<file path="src/rtl/aes_blok_paketleyici_pkg.sv">
// Shared widths, output FSM states and the PKCS#7 pad helper for the
// aes_blok_paketleyici byte-to-block packer.
package aes_paket_pkg;
  localparam int BLOK_W      = 128;
  localparam int BAYT_W      = 8;
  localparam int BAYT_SAYISI = 16;

  typedef enum logic [1:0] {BOSTA, GONDER, BEKLE} cikis_durum_t;

  // Pad byte when the message ends on byte index k, i.e. k+1 bytes are present.
  function automatic logic [BAYT_W-1:0] dolgu_degeri(input logic [3:0] k);
    return {4'd0, 4'd15 - k};
  endfunction
endpackage

</file>
<file path="src/rtl/aes_blok_paketleyici_fifo.sv">
// Block FIFO between the byte packer and aes_engine. A write into a full FIFO
// is only taken when a pop happens on the same edge.
module blok_fifo
  import aes_paket_pkg::*;
#(
  parameter int DERINLIK = 2
) (
  input  logic                        clk,
  input  logic                        rst,
  input  logic                        yaz,
  input  logic                        oku,
  input  logic [BLOK_W-1:0]           veri_g,
  output logic [BLOK_W-1:0]           veri_c,
  output logic                        dolu,
  output logic                        bos,
  output logic [$clog2(DERINLIK):0]   doluluk
);
  localparam int AW = $clog2(DERINLIK);

  logic [BLOK_W-1:0] r_mem [DERINLIK];
  logic [AW-1:0]     r_yaz_ptr;
  logic [AW-1:0]     r_oku_ptr;
  logic [AW:0]       r_sayi;
  logic              w_yaz;
  logic              w_oku;

  assign dolu    = (r_sayi == (AW+1)'(DERINLIK));
  assign bos     = (r_sayi == '0);
  assign w_oku   = oku && !bos;
  assign w_yaz   = yaz && (!dolu || w_oku);
  assign veri_c  = r_mem[r_oku_ptr];
  assign doluluk = r_sayi;

  always_ff @(posedge clk) begin
    if (w_yaz) r_mem[r_yaz_ptr] <= veri_g;
  end

  always_ff @(posedge clk or negedge rst) begin
    if (!rst) begin
      r_yaz_ptr <= '0;
      r_oku_ptr <= '0;
      r_sayi    <= '0;
    end else begin
      if (w_yaz) r_yaz_ptr <= r_yaz_ptr + AW'(1);
      if (w_oku) r_oku_ptr <= r_oku_ptr + AW'(1);
      case ({w_yaz, w_oku})
        2'b10:   r_sayi <= r_sayi + (AW+1)'(1);
        2'b01:   r_sayi <= r_sayi - (AW+1)'(1);
        default: r_sayi <= r_sayi;
      endcase
    end
  end
endmodule

</file>
<file path="src/rtl/aes_blok_paketleyici.sv">
// Packs a byte stream into 128-bit blocks, queues them and issues them to
// aes_engine; AES_PKCS7_DOLGU_EN selects PKCS#7 padding instead of zero-fill.
//   state  | meaning
//   BOSTA  | idle: apply pending key, else start a send when queued and hazir
//   GONDER | one-cycle g_gecerli pulse, pop FIFO head
//   BEKLE  | wait for hazir=0 so a stale hazir cannot re-issue
module aes_blok_paketleyici
  import aes_paket_pkg::*;
#(
  parameter int FIFO_DERINLIK = 2
) (
  input  logic                             clk,
  input  logic                             rst,
  input  logic [BAYT_W-1:0]                veri,
  input  logic                             veri_gecerli,
  input  logic                             veri_son,
  output logic                             veri_hazir,
  input  logic [BLOK_W-1:0]                anahtar_i,
  input  logic                             anahtar_yaz,
  input  logic                             hazir,
  output logic [BLOK_W-1:0]                blok,
  output logic [BLOK_W-1:0]                anahtar,
  output logic                             g_gecerli,
  output logic [$clog2(FIFO_DERINLIK):0]   doluluk
);
  logic [3:0]        r_sayac;
  logic [BLOK_W-1:0] r_paket;
  logic [BLOK_W-1:0] r_blok;
  logic [BLOK_W-1:0] r_anahtar;
  logic [BLOK_W-1:0] r_anahtar_bek;
  logic              r_anahtar_var;
  cikis_durum_t      r_durum;
  cikis_durum_t      w_sonraki;

  logic              w_al;
  logic              w_son_bayt;
  logic              w_dolgu;
  logic [BAYT_W-1:0] w_dolgu_bayt;
  logic [BLOK_W-1:0] w_blok_yeni;
  logic [BLOK_W-1:0] w_fifo_veri;
  logic [BLOK_W-1:0] w_fifo_cikis;
  logic              w_fifo_yaz;
  logic              w_dolu;
  logic              w_bos;
  logic              w_oku;
  logic              w_blok_al;
  logic              w_anahtar_uygula;

  assign w_son_bayt = (r_sayac == 4'd15);
  assign veri_hazir = rst && !w_dolgu && !(w_dolu && w_son_bayt);
  assign w_al       = veri_gecerli && veri_hazir;

`ifdef AES_PKCS7_DOLGU_EN
  logic r_dolgu;

  // A message ending exactly on a block boundary still needs a full pad block.
  always_ff @(posedge clk or negedge rst) begin
    if (!rst)                              r_dolgu <= 1'b0;
    else if (w_al && veri_son && w_son_bayt) r_dolgu <= 1'b1;
    else if (r_dolgu && !w_dolu)           r_dolgu <= 1'b0;
  end

  assign w_dolgu      = r_dolgu;
  assign w_dolgu_bayt = dolgu_degeri(r_sayac);
`else
  assign w_dolgu      = 1'b0;
  assign w_dolgu_bayt = '0;
`endif

  always_comb begin
    w_blok_yeni = '0;
    for (int j = 0; j < BAYT_SAYISI; j++) begin
      if (4'(j) < r_sayac)
        w_blok_yeni[BLOK_W-1-BAYT_W*j -: BAYT_W] = r_paket[BLOK_W-1-BAYT_W*j -: BAYT_W];
      else if (4'(j) == r_sayac)
        w_blok_yeni[BLOK_W-1-BAYT_W*j -: BAYT_W] = veri;
      else
        w_blok_yeni[BLOK_W-1-BAYT_W*j -: BAYT_W] = w_dolgu_bayt;
    end
  end

  assign w_fifo_yaz  = (w_al && (w_son_bayt || veri_son)) || (w_dolgu && !w_dolu);
  assign w_fifo_veri = w_dolgu ? {BAYT_SAYISI{BAYT_W'(BAYT_SAYISI)}} : w_blok_yeni;

  always_ff @(posedge clk or negedge rst) begin
    if (!rst) begin
      r_sayac <= '0;
      r_paket <= '0;
    end else if (w_al) begin
      r_paket[BLOK_W-1-BAYT_W*r_sayac -: BAYT_W] <= veri;
      r_sayac <= veri_son ? 4'd0 : r_sayac + 4'd1;
    end
  end

  blok_fifo #(.DERINLIK(FIFO_DERINLIK)) u_fifo (
    .clk     (clk),
    .rst     (rst),
    .yaz     (w_fifo_yaz),
    .oku     (w_oku),
    .veri_g  (w_fifo_veri),
    .veri_c  (w_fifo_cikis),
    .dolu    (w_dolu),
    .bos     (w_bos),
    .doluluk (doluluk)
  );

  always_ff @(posedge clk or negedge rst) begin
    if (!rst) r_durum <= BOSTA;
    else      r_durum <= w_sonraki;
  end

  always_comb begin
    w_sonraki        = r_durum;
    w_anahtar_uygula = 1'b0;
    w_blok_al        = 1'b0;
    w_oku            = 1'b0;
    unique case (r_durum)
      BOSTA: begin
        if (r_anahtar_var) begin
          w_anahtar_uygula = 1'b1;
        end else if (!w_bos && hazir) begin
          w_blok_al = 1'b1;
          w_sonraki = GONDER;
        end
      end
      GONDER: begin
        w_oku     = 1'b1;
        w_sonraki = BEKLE;
      end
      BEKLE: begin
        if (!hazir) w_sonraki = BOSTA;
      end
      default: w_sonraki = BOSTA;
    endcase
  end

  always_ff @(posedge clk or negedge rst) begin
    if (!rst) begin
      r_blok        <= '0;
      r_anahtar     <= '0;
      r_anahtar_bek <= '0;
      r_anahtar_var <= 1'b0;
    end else begin
      if (anahtar_yaz)       r_anahtar_bek <= anahtar_i;
      if (anahtar_yaz)       r_anahtar_var <= 1'b1;
      else if (w_anahtar_uygula) r_anahtar_var <= 1'b0;
      if (w_anahtar_uygula)  r_anahtar <= r_anahtar_bek;
      if (w_blok_al)         r_blok <= w_fifo_cikis;
    end
  end

  assign blok      = r_blok;
  assign anahtar   = r_anahtar;
  assign g_gecerli = (r_durum == GONDER);
endmodule

</file>
<file path="config.mk">
export PLATFORM = sky130hd
export DESIGN_NAME = aes_blok_paketleyici
export DESIGN_NICKNAME = d
export VERILOG_FILES = /design/src/rtl/aes_blok_paketleyici_pkg.sv /design/src/rtl/aes_blok_paketleyici_fifo.sv /design/src/rtl/aes_blok_paketleyici.sv
export SDC_FILE = /design/constraint.sdc
export NUM_CORES = 1
export LEC_CHECK = 0
export CORE_AREA = 4 4 343 244
export CTS_CLUSTER_SIZE = 28
export DETAILED_ROUTE_END_ITERATION = 16
export DIE_AREA = 0 0 347 248
export DONT_BUFFER_PORTS = 1
export GPL_TIMING_DRIVEN = 1
export HOLD_SLACK_MARGIN = 0.03
export SYNTH_ARGS = -nofsm -noshare
export SYNTH_HDL_FRONTEND = slang
export SYNTH_SLANG_ARGS = --single-unit
</file>
<file path="constraint.sdc">
create_clock -name clk -period 17 [get_ports clk]
set_input_delay 3.4 -clock clk [delete_from_list [all_inputs] [get_ports clk]]
set_output_delay 3.4 -clock clk [all_outputs]
set_load 0.03 [all_outputs]
</file>
==> impl_metrics.ini, run 1 <==
[outcome]
status = finished, violations left
violations = slew limit

[global_route]
grt_max_degree = 524
track_usage_pct = 16.97
grt_pass1_vias = 16790
antenna_found_initial = 15
grt_pass1_wl_um = 110500
overflow = 0

[cells_and_area]
areaGrowthSynthToFinish_pct = 11.58
drive_above_1_share_pct = 38.69
finalInstanceArea_um2 = 34630
fill_cells = 7152
multi_input_area_um2 = 9868
regArea_um2 = 20580
num-nets-final = 2131
final_core_util_pct = 43.23

[setup_path]
ff2ff_path_depth = 5
r2r-end = u_fifo.r_mem[0][28]
cpMaxStageDelayCell = a21boi_0
rr_startpoint = r_sayac[1]
path_class = input pin to primary output
path_delay_family = compound AO/OA/AOI/OAI gates
cpPeakStageDelay_ns = 0.26
crit_buf_inv = 1
crit_required_ns = 13.60
crit_fanout = 523
critical_path.endpoint_type = primary output
rrSetupSlack_ns = 12.21
worstPathCellList = a21boi_0, buf_4
worstPathArrival_ns = 4.12
startpoint_type = input pin

[power]
power.share.switching_pct = 36.27
p_sw_mw = 2.282
powerDensity_nw_per_um2 = 181.7
irDropWorstVdd_mv = 0.07571
power_frac_comb_pct = 17.4
intPower_mw = 4.010
leakage_nw = 13.71
p_seq_share_pct = 54.4
clockPowerShare_pct = 28.2

[floorplan]
die_y_um = 248
core_um2 = 80120
die_area_um2 = 86060
initial_utilization_pct = 38.74
io_pins = 402
rows = 87
fp.dieW_um = 347

[timing]
tightest_slew_ns = 1.879
hold_slack_ns = 0.4837
setup_viol = 0
clock_skew_ns = 0.02499
slew_violations = 263
slew_headroom_pct = -25.27
fin_tns_setup_ns = 0
finalCriticalPeriod_ns = 7.522
rsz0062_at_grt = false
hold_viol_final = 0
max_clock_freq_mhz = 132.9
period_share_pct = 44.25

[logic_synthesis]
ys_top_cells_by_count = mux2_2 (617), dfrtp_1 (515), edfxtp_1 (256)
synth_largest_area_cell = dfrtp_1
ys_top_cells_by_area = dfrtp_1 (42%), edfxtp_1 (25%), mux2_2 (22%)
synth_edf_count = 256
ys_types = 46
syn_area_um2 = 31040
synth-seq-cells = 771
yosysWarningCount = 0
yosysTopAreaCellShare_pct = 41.52
netlist_instances = 2008
syn_avg_cell_area_um2 = 15.46
yosysMostFrequentCell = mux2_2
async_flop_share_pct = 66.80
syn_nets = 2158
synthFlopType = dfrtp_1
ys_seq_area_share_pct = 66.29

[placed_design]
hpwl_um = 50890
gp_congestion = 0.8293
io_buffers = 0
dpl_cell_area_um2 = 31910

[clock_tree]
cts_sinks = 771
cts_made_buffers = 80
clk_path_buf_depth = 3
cts-hold-fix-buffers = 0
cts-root-buf = clkbuf_16
clk_latency_ns = 0.64
cts-resized-gates = 0
clk_pin_slew_worst_paths_ns = 0.06
htreeDepth = 3
cts_tree = yes
cts_setup_buffers = 0

[drt]
num_vias = 16310
final_antenna_net_count = 0
wl_per_cell_um = 24.11
post-route-drc-count = 0
drtPass1Iterations = 5
via_per_inst = 5.221
routed_wl_um = 75330
drtIter0Drc = 1051

[worst_hold_path]
min_path_type = flop to flop
hp-start = r_paket[64]
holdPathEnd = r_paket[64]
hold_depth = 2

[job]
drv_cap = 0
worst max path at each step:
stage | to | cells past startpoint | startpoint
detailed placement | veri_hazir | 2 | rst
CTS | veri_hazir | 2 | rst
global placement | veri_hazir | 2 | rst
floorplan | u_fifo.r_mem[1][0] | 2 | veri_son
global route | veri_hazir | 2 | rst
finish | veri_hazir | 2 | rst
layout make-up:
cell class,count,area share [%]
timing repair buffer,12,0.2963
clock buffer,113,6.818
multi-input combinational,1110,28.50
sequential,771,59.43
antenna,9,0.06503
tap,1068,3.859
clock inverter,35,0.9755
inverter,6,0.06503
cell usage in the layout, fill, tap and decap left out, types with 14 or more instances in the layout:
master,count
a22o_1,24
mux2_4,17
o21ai_0,83
nand2b_1,18
clkbuf_16,84
clkbuf_1,14
mux2i_1,18
clkbuf_8,15
nand2_1,117
and2_1,26
nor2_1,79
mux2_2,617
dfrtp_1,513
o21a_1,16
edfxtp_1,256
clkinv_2,14
cell families (layout without fill, tap and decap cells):
| kind of cell | after synthesis | after routing | share of synthesized area (%) |
|---|---|---|---|
| and+or+nand+nor | 300 | 300 | 4.487 |
| buffers and inverters | 127 | 166 | 2.000 |
| muxes | 652 | 652 | 23.79 |
| adders and majority gates | 8 | 8 | 0.3225 |
| other | 0 | 9 | 0 |
| xor gates and xnor gates | 4 | 4 | 0.1129 |
| AOI/OAI and AO/OA | 146 | 146 | 2.995 |
| DFF | 771 | 771 | 66.29 |
metal layers:
layer,global-route usage [%],wire [um],up-vias
met3,5.826,6046,120
li1,-,-,7196
met4,5.772,2213,8
met1,23.08,32160,8498
met2,25.52,34860,489
met5,0,54,-
flip-flops by register name, summed over array words and instances, names as in the netlist, 2 cells and up:
signal	flops
r_sayac	4
r_anahtar_bek	128
u_fifo.doluluk	2
u_fifo.r_mem	256
anahtar	128
r_paket	120
r_durum	2
blok	128
power by group through the flow:
stage,Clock (mW),Sequential (mW),Combinational [mW]
finish,1.77,3.43,1.09
global route,1.91,3.48,1.19
CTS,1.83,3.45,1.10
detailed placement,0,3.49,1.10
global placement,0,3.47,1.06
floorplan,0,3.25,0.944
stage by stage:
| stage | power [mW] | setup slack, ns | instances |
|---|---|---|---|
| CTS | 6.383 | 9.711 | 3115 |
| floorplan | 4.193 | 0.5700 | 2008 |
| global route | 6.581 | 9.549 | 3120 |
| finish | 6.293 | 9.478 | 3124 |
| global placement | 4.538 | 9.720 | 2967 |
| detailed placement | 4.586 | 9.722 | 2967 |
No activity file was read; power rests on OpenSTA's default activity.
==> run 2, diff against run 1 <==
==> constraint.sdc (replaced) <==
create_clock -name clk -period 7.77 [get_ports clk]
set_input_delay 1.554 -clock clk [delete_from_list [all_inputs] [get_ports clk]]
set_output_delay 1.554 -clock clk [all_outputs]
set_load 0.03 [all_outputs]
==> run 2 against run 1 <==
Against the previous run: the flow still finishes with violations (slew limit); critical path depth stayed put; via count increased by 0.75%; combinational power increased by 120%; global-route usage is essentially flat; sequential share of layout area rose by 0.21 points; first-iteration DRC count increased by 26%; wire length increased by 0.24%; clock power is 110% higher; register-to-register slack got worse by 9.1 ns; worst hold slack lost 0.0051 ns; worst setup slack lost 7.1 ns; flip-flop and latch count stayed put; critical path type unchanged; critical endpoint unchanged.
==> impl_metrics.ini, run 2 (synthesis results as in run 1) <==
[outcome]
status = finished, violations left
violations = slew limit

[timing]
period_share_pct = 69.94
slew_headroom_pct = -91.41
rsz0062_at_grt = false
max_clock_freq_mhz = 184.0
clock_skew_ns = 0.02201
finalCriticalPeriod_ns = 5.434
fin_tns_setup_ns = 0
setup_viol = 0
hold_viol_final = 0
tightest_slew_ns = 2.871
slew_violations = 417

[clock_tree]
cts_tree = yes
cts_made_buffers = 77
clk_latency_ns = 0.63
cts_setup_buffers = 0
cts-root-buf = clkbuf_16
clk_pin_slew_worst_paths_ns = 0.06
cts-hold-fix-buffers = 0
htreeDepth = 3
clk_path_buf_depth = 3
cts_sinks = 771
cts-resized-gates = 0

[floorplan]
io_pins = 402
core_um2 = 80120
initial_utilization_pct = 38.74
die_y_um = 248
rows = 87
fp.dieW_um = 347
die_area_um2 = 86060

[setup_path]
cp_num_cells = 2
path_delay_family = compound AO/OA/AOI/OAI gates
worstPathArrival_ns = 3.88
ff2ff_path_depth = 5
crit_fanout = 523
cpMaxStageDelayCell = a21boi_0
crit_required_ns = 6.22
worstPathCellList = a21boi_0, buf_4
path_class = input pin to primary output
cpPeakStageDelay_ns = 0.75
critical_path.endpoint_type = primary output
startpoint_type = input pin
crit_buf_inv = 1

[placed_design]
gp_congestion = 0.8236
hpwl_um = 50900
io_buffers = 0

[drt]
wl_per_cell_um = 24.24
num_vias = 16430
drtPass1Iterations = 5
top_layer_used = met4
final_antenna_net_count = 0
drtIter0Drc = 1321
routed_wl_um = 75520
wl_met2_um = 36010
wl_met3_um = 4821
via_per_inst = 5.276
wl_met1_um = 32500
post-route-drc-count = 0

[cells_and_area]
num-nets-final = 2129
fill_cells = 7160
areaGrowthSynthToFinish_pct = 11.19
layout_commonest_cell = mux2_2
layout_common_cells = mux2_2 (617), dfrtp_1 (513), edfxtp_1 (256)
drive_above_1_share_pct = 38.71
largest_reg_flops = 256
regMostFlops = u_fifo.r_mem

[power]
p_seq_share_pct = 54.7
leakage_nw = 13.65
power_frac_comb_pct = 17.6
total_power_mw = 13.67
clockPowerShare_pct = 27.7
p_sw_mw = 5.002
intPower_mw = 8.669
power.share.switching_pct = 36.59
irDropWorstVdd_mv = 0.1703
powerDensity_nw_per_um2 = 396.2

[global_route]
grt_max_degree = 524
antenna_found_initial = 5
grt_pass1_wl_um = 110800
track_usage_pct = 16.93
overflow = 0
grt_pass1_vias = 16830

[job]
drv_cap = 0

[worst_hold_path]
min_path_type = flop to flop
hold_depth = 2
==> run 2: changes by cell type in the layout (fill, tap and decap cells not counted), sizes merged <==
cell	change
clkinvlp	+2
diode	-3
clkinv	+5
clkbuf	-16
buf	+1
bufinv	+2
==> run 2: power groups by stage <==
stage / combinational, mW / sequential, mW / clock [mW]
after floorplan: 2.07 / 7.09 / 0
after global placement: 2.35 / 7.59 / 0
after detailed placement: 2.42 / 7.61 / 0
after CTS: 2.43 / 7.53 / 3.90
after global routing: 2.62 / 7.60 / 4.06
final: 2.41 / 7.47 / 3.79
==> run 2: metal layers <==
layer | vias to the layer above | track usage, %
met5 | - | 0
met4 | 0 | 5.784
met3 | 127 | 4.455
met2 | 433 | 26.55
met1 | 8672 | 22.99
li1 | 7202 | -
==> run 2: metrics by stage <==
| stage | worst slack (ns) | utilization [%] | cell area, um2 | std cells | hold WS (ns) |
|---|---|---|---|---|---|
| detailed placement | 3.133 | 39.83 | 31910 | 2968 | 0.4707 |
| global placement | 3.256 | 39.83 | 31910 | 2968 | 0.4622 |
| finish | 2.336 | 43.07 | 34510 | 3115 | 0.4787 |
| floorplan | 1.557 | - | 31050 | 2008 | 0.4502 |
| CTS | 2.892 | 43.06 | 34490 | 3109 | 0.4843 |
| global route | 2.758 | 43.07 | 34510 | 3114 | 0.5047 |
==> run 2: worst paths after layout <==
check / start / endpoint / slack [ns]
worst min-delay path: r_paket[70] / r_paket[70] / 0.48
max in group asynchronous: rst / u_fifo.r_oku_ptr / 4.68
worst min register to register: r_paket[70] / r_paket[70] / 0.48
worst max register to register: r_sayac[1] / u_fifo.r_mem[0][34] / 3.10
worst max-delay path: rst / veri_hazir / 2.34
min in group asynchronous: rst / blok[12] / 0.65
==> run 2: worst register-to-register path: stages, from the launching register on <==
cell and delay [ns]:
dfrtp_1 1.01, ha_1 0.90, a31oi_1 0.33, or3_1 0.46, nor2_4 0.83, buf_4 0.69
==> run 2: cell type report <==
cell class / count / area [um2] / share of cell area (%)
Sequential cell: 771 / 20580 / 59.64
Inverter: 6 / 22.52 / 0.06526
Clock inverter: 44 / 455.4 / 1.320
Tap cell: 1068 / 1336 / 3.872
Clock buffer: 97 / 2126 / 6.160
Timing Repair Buffer: 13 / 97.59 / 0.2828
Antenna cell: 6 / 15.01 / 0.04351
Multi-Input combinational cell: 1110 / 9877 / 28.62
